--- src/rtl/fetch_unit.sv ---
// Instruction-fetch stage: owns the PC, drives the zero-latency instruction memory,
// and holds one fetched instruction in the IR for the decoder.
module fetch_unit #(
  parameter logic [15:0] RESET_PC = 16'h0000,
  parameter logic [5:0]  J_OPCODE = 6'b000010
) (
  input  logic        clk,
  input  logic        rst_n,
  output logic [15:0] imem_addr,
  input  logic [15:0] imem_com,
  input  logic        redirect_valid,
  input  logic [15:0] redirect_pc,
  input  logic        halt_req,
  output logic        dec_valid,
  input  logic        dec_ready,
  output logic [15:0] dec_com,
  output logic [15:0] dec_pc,
  output logic [15:0] dec_pc_plus1,
  output logic        halted,
  output logic [15:0] fetch_count
);

  // Decoder handshake: an IR transfer happens on a clock where dec_valid && dec_ready;
  // dec_com/dec_pc/dec_pc_plus1 stay stable while dec_valid is high and dec_ready is low.
  typedef enum logic [1:0] {BOOT, RUN, HALT} state_t;

  state_t      state, state_nxt;
  logic [15:0] pc, pc_nxt, pc_plus1;
  logic        load, is_jump, dec_valid_nxt;

  assign imem_addr = pc;
  assign pc_plus1  = pc + 16'd1;
  assign is_jump   = (imem_com[15:10] == J_OPCODE);
  assign load      = (state == RUN) && !halt_req && !redirect_valid && (!dec_valid || dec_ready);

  always_comb begin
    state_nxt = state;
    case (state)
      BOOT:    state_nxt = halt_req ? HALT : RUN;
      RUN:     state_nxt = halt_req ? HALT : RUN;
      HALT:    state_nxt = halt_req ? HALT : RUN;
      default: state_nxt = BOOT;
    endcase
  end

  // Redirect wins over everything; J resolves in-place so decode sees no bubble.
  always_comb begin
    pc_nxt = pc;
    if (state != BOOT) begin
      if (redirect_valid)
        pc_nxt = redirect_pc;
      else if (load && is_jump)
        pc_nxt = {pc_plus1[15:10], imem_com[9:0]};
      else if (load)
        pc_nxt = pc_plus1;
    end
  end

  always_comb begin
    dec_valid_nxt = dec_valid;
    if (redirect_valid)
      dec_valid_nxt = 1'b0;
    else if (load)
      dec_valid_nxt = 1'b1;
    else if (dec_valid && dec_ready)
      dec_valid_nxt = 1'b0;
  end

  always_ff @(posedge clk or negedge rst_n) begin
    if (!rst_n) begin
      state        <= BOOT;
      pc           <= RESET_PC;
      dec_valid    <= 1'b0;
      dec_com      <= 16'h0000;
      dec_pc       <= 16'h0000;
      dec_pc_plus1 <= 16'h0000;
      fetch_count  <= 16'h0000;
      halted       <= 1'b0;
    end else begin
      state     <= state_nxt;
      pc        <= pc_nxt;
      dec_valid <= dec_valid_nxt;
      halted    <= (state_nxt == HALT) && !dec_valid_nxt;
      if (load) begin
        dec_com      <= imem_com;
        dec_pc       <= pc;
        dec_pc_plus1 <= pc_plus1;
        fetch_count  <= fetch_count + 16'd1;
      end
    end
  end

endmodule

--- config.mk ---
export PLATFORM = sky130hd
export DESIGN_NAME = fetch_unit
export DESIGN_NICKNAME = d
export VERILOG_FILES = /design/src/rtl/fetch_unit.sv
export SDC_FILE = /design/constraint.sdc
export NUM_CORES = 1
export LEC_CHECK = 0
export CELL_PAD_IN_SITES_DETAIL_PLACEMENT = 1
export CELL_PAD_IN_SITES_GLOBAL_PLACEMENT = 1
export CORE_MARGIN = 2
export CORE_UTILIZATION = 32
export CTS_CLUSTER_DIAMETER = 200
export DETAILED_ROUTE_END_ITERATION = 12
export PLACE_DENSITY_LB_ADDON = 0.15
export SLEW_MARGIN = 15
export SYNTH_ARGS = -nofsm -noshare
export SYNTH_HDL_FRONTEND = slang
export SYNTH_SLANG_ARGS = --single-unit
--- constraint.sdc ---
create_clock -name clk -period 1.44 [get_ports clk]
set_input_delay 0.432 -clock clk [delete_from_list [all_inputs] [get_ports clk]]
set_output_delay 0.432 -clock clk [all_outputs]
set_load 0.005 [all_outputs]
Yosys cells after proc, flatten, opt, wreduce, memory -nomap -nowiden
Cells that the tools add are included.
Storage, ports and cells
  input bits: 37
  logic and storage cells: 38
  flip-flop bits (word level): 84
  output and inout port bits: 82
Cells by class
  reduce and logical (&&, ||, !) cells: 16
  add/subtract/negate cells: 2
  equal/unequal tests: 4
  multiplexer cells: 8
Operator list (count)
  $mux 16: 3
  $add 16x1->16 const B: 2
  $eq 6x2->1 const B: 1
  $logic_and 1x1->1: 6
  $eq 2x2->1 const B: 2
  $logic_not 1->1: 4
  $mux 2: 2
  $mux 1: 3
  $reduce_bool 3->1: 1
  $reduce_or 3->1: 1
  $eq 2x1->1 const B: 1
  $logic_not 2->1: 1
  $reduce_and 2->1: 1
  $reduce_bool 2->1: 1
  $logic_or 1x1->1: 1

Depth between registers and ports, before layout
  depth in word-level cells: 8
  mapped depth: 7
  gate-level depth less buffers: 6

Least setup slack after synthesis
No wires, ideal clock.
  kind: flip-flop to flip-flop
  from: register pc[0] (netlist: imem_addr[0])
  to: register pc[12] (netlist: imem_addr[12])
  library setup time: 0.122 ns
  stages on the path, launching flop included: 7
  arrival: 1.508 ns
  setup slack: -0.189 ns
  cells stage by stage: dfrtp_1 ha_1 nand2_1 nor3_4 and3_4 a31oi_1 o22a_1
On the way
  longest elaborated chain between the ends: 4
RTL lines
  start, declared: line 28  | logic [15:0] pc, pc_nxt, pc_plus1;
  start signal, assigned: line 81  | pc <= pc_nxt;
  $add 16x1->16 *: line 32  | assign pc_plus1 = pc + 16'd1;
  $mux 16: line 54  | else if (load)
  $mux 16 *: line 52  | else if (load && is_jump)
  $mux 16 *: line 50  | if (redirect_valid)
Every way passes the cells marked *; elsewhere a longest branch is shown, timed or not. The select of a mux whose other input is x is not followed.
A chain may end at the register's enable or synchronous reset.

Worst setup path in the final report
  from: register pc[5] (netlist: imem_addr[5])
  to: register dec_pc_plus1[13]
On the way
  longest elaborated chain between the ends: 1
RTL lines
  $add 16x1->16: line 32
  end signal, assigned: line 87  | dec_pc_plus1 <= pc_plus1;
  end, declared: line 18  | output logic [15:0] dec_pc_plus1,
No other way between the ends.

==> metrics.txt <==
Hold Crit Class in -> reg; HPWL Detailed 9.70 mm; storage element area 2110 sq um; CTS clk-pin slew, worst paths 0.07 ns; slowest stage delay, CP 0.39 ns; Crit-path slowest cell dfrtp_1; Total Routing Usage GR 29.6%; Setup crit start kind flop; Main synth FF type dfrtp_1; minimum clock period after layout 1.72 ns; worst setup path class reg -> reg; placed insts 718; CP Capture Type flop; asr flop ratio synth 100%; Via density 5.48; CTS sink count 84; crit path DAT 1.92 ns; clk_lat worst skew 0.35 ns; cts bufs inserted 9; final slew viol count 0; via count 4677; Die Area 13300 sq um; crit path buf inv count 3; core area 12000 sq um; Rel. slew slack 75.6%; Post-Syn Area 3950 sq um; final cycle utilization of the critical path 119%; Peak VDD IR 0.000878 V; number of synthesized flops with an enable pin 0; crit-path leading delay family buffers and inverters; CP cell instances buf_6 > nand3_4 > buf_12 > nor4_4 > buf_4 > o211ai_1; non-filler instance count after layout 853; DRT Pass-1 Iters 4; CTS tree yes; ANT nets after route 0; Starting Density 32.9%; final setup vio count 84; Detailed Route WL 23.2 mm; Die Span Y 115 um; max cap viols 0; fmax 583 MHz; clock buffer depth 2; RSZ-0062 raised after global routing true; Hold Worst Slack 0.291 ns; cell row count 40; Cell Area, Placed 5890 sq um; Chip Width 115 um; Fillers 1221; largest net degree at the start of global routing 32; H-tree levels 3; Final Skew 0.0116 ns; synth unique cells 55; hold path depth 3; Core Util, Final 69.1%; clk root buf clkbuf_16; global-route wire length before repair 29.1 mm; Final WS setup -0.276 ns; # diodes 0; Syn. warnings 0; initial DRC count 226; Synth Net Count 447; cells after synthesis 408; DRC 0; required time of the critical path 1.64 ns; I/O pin cnt 119; total congestion overflow 0; # nets final 741; status finished with violations; total power 9.88 mW; most common cell after layout, fill and taps aside buf_4; Pleak 3.91 nW; syn_area_per_cell 9.68 sq um; crit-path max FO 6; Power Dens Cells 1190 nW/um^2; Synth-to-Final Area Change 110%; wire length per cell 27.2 um; initial antenna violation count 0; reg2reg path depth 6; Yosys reg bits 84; Worst-Margin Slew 0.364 ns; fraction of the yosys area taken by sequential cells 53.2%; commonest non-fill, non-tap cells in the layout 108 x buf_4, 74 x dfrtp_1, 62 x buf_6; failing checks setup timing; vias in the first global route 4890; Worst path depth 6; multi-input logic area 2610 sq um; proportion of layout cells with a drive suffix above 1 56.4%; Design Area, Final 8300 sq um; Final Wtd Congestion 0.825; Hold Vio Cnt, Final 0; Port Buffers 118
-- cell families (layout without fill, tap and decap cells) --
kind of cell | after synthesis | in the layout | synth area share (%)
compound gates | 72 | 72 | 12.5
xor+xnor | 27 | 27 | 5.98
fa+ha+maj | 2 | 2 | 0.633
buf+inv | 31 | 329 | 3.83
flops | 84 | 84 | 53.2
mux | 1 | 1 | 0.253
simple gates | 191 | 191 | 23.6
-- final cells by class --
class / instances / area share [%]
Sequential cell: 84 / 25.5
Clock buffer: 12 / 2.97
Inverter: 6 / 0.271
Tap cell: 147 / 2.22
Timing Repair Buffer: 308 / 37.4
Multi-Input combinational cell: 293 / 31.4
Clock inverter: 3 / 0.181
-- cell usage after synthesis (2+ instances only) --
master     number  area share [%]
nor4_4          2             1.1
clkbuf_1        7            0.67
o22a_1          5             1.1
nand2b_1        4            0.63
buf_2          12             1.5
a22o_1          3            0.67
o211ai_1        2            0.38
nor3_4          2            0.82
a31oi_1         7             1.1
o2111ai_1       2            0.44
xnor2_1        21             4.7
nor2b_1         2            0.32
a21oi_1         3            0.38
nand2_1       121              11
o22ai_1         2            0.32
xor2_1          6             1.3
nor2_1         13             1.2
o21ai_1         2            0.25
dfrtp_1        84              53
nor3_1          2            0.25
o31ai_1         2            0.38
inv_1           6            0.57
nor4_2          2            0.63
ha_1            2            0.63
o21ai_0        24             3.0
buf_4           3            0.57
o221ai_1        4            0.89
a22oi_1         3            0.57
nand4_1         4            0.63
nand3_1        20             2.5
a32oi_1         2            0.44
and3_1          9             1.4
o21a_1          3            0.57
-- registers in the layout, summed over array words and instances (netlist names) --
| name | count |
|---|---|
| dec_valid | 1 |
| dec_pc | 16 |
| halted | 1 |
| fetch_count | 16 |
| state | 2 |
| dec_pc_plus1 | 16 |
| imem_addr | 16 |
| dec_com | 16 |
-- stage by stage --
| stage | setup WS, ns | setup TNS [ns] |
|---|---|---|
| final | -0.276 | -9.83 |
| after floorplan | -0.148 | -0.664 |
| after global routing | -0.317 | -12.93 |
| after CTS | -0.211 | -5.26 |
| after detailed placement | -0.786 | -47.37 |
| after global placement | -0.762 | -45.28 |
-- power breakdown --
group | total (mW) | internal [mW] | switching [mW]
Sequential | 3.34 | 2.89 | 0.455
Combinational | 4.28 | 2.30 | 1.98
Clock | 2.26 | 1.20 | 1.06
Total | 9.88 | 6.39 | 3.49
-- per-layer routing --
layer	up-vias	track usage (%)	routed length [um]
li1	1989	-	-
met1	2437	36.8	9230
met2	201	50.9	12000
met3	50	7.38	1240
met4	0	8.92	718
met5	-	0	0
-- worst min-delay path: stages --
cell,delay (ns)
buf_6,0.08
nand2_1,0.04
nand2_1,0.05
-- worst paths after layout --
check                                            startpoint                           end  slack [ns]
min in group asynchronous                             rst_n   dec_pc_plus1[9]$_DFFE_PN0P_        0.46
worst max register to register     imem_addr[5]$_DFFE_PN0P_  dec_pc_plus1[13]$_DFFE_PN0P_       -0.28
worst max-delay path               imem_addr[5]$_DFFE_PN0P_  dec_pc_plus1[13]$_DFFE_PN0P_       -0.28
worst min register to register  dec_pc_plus1[9]$_DFFE_PN0P_   dec_pc_plus1[9]$_DFFE_PN0P_        0.49
max in group asynchronous                             rst_n      imem_addr[2]$_DFFE_PN0P_        0.44
worst min-delay path                           imem_com[12]       dec_com[12]$_DFFE_PN0P_        0.29
-- timing repair --
| item | CTS | global route |
|---|---|---|
| buffers inserted | 81 | 49 |
| gates cloned | 7 | 3 |
| setup endpoints to repair | 164 | 143 |
| resized for setup | 305 | 214 |
| hold buffers | 1 | 0 |
| pin swaps | 98 | 61 |
| hold endpoints to repair | 6 | 0 |
(Power assumes the default switching activity.)
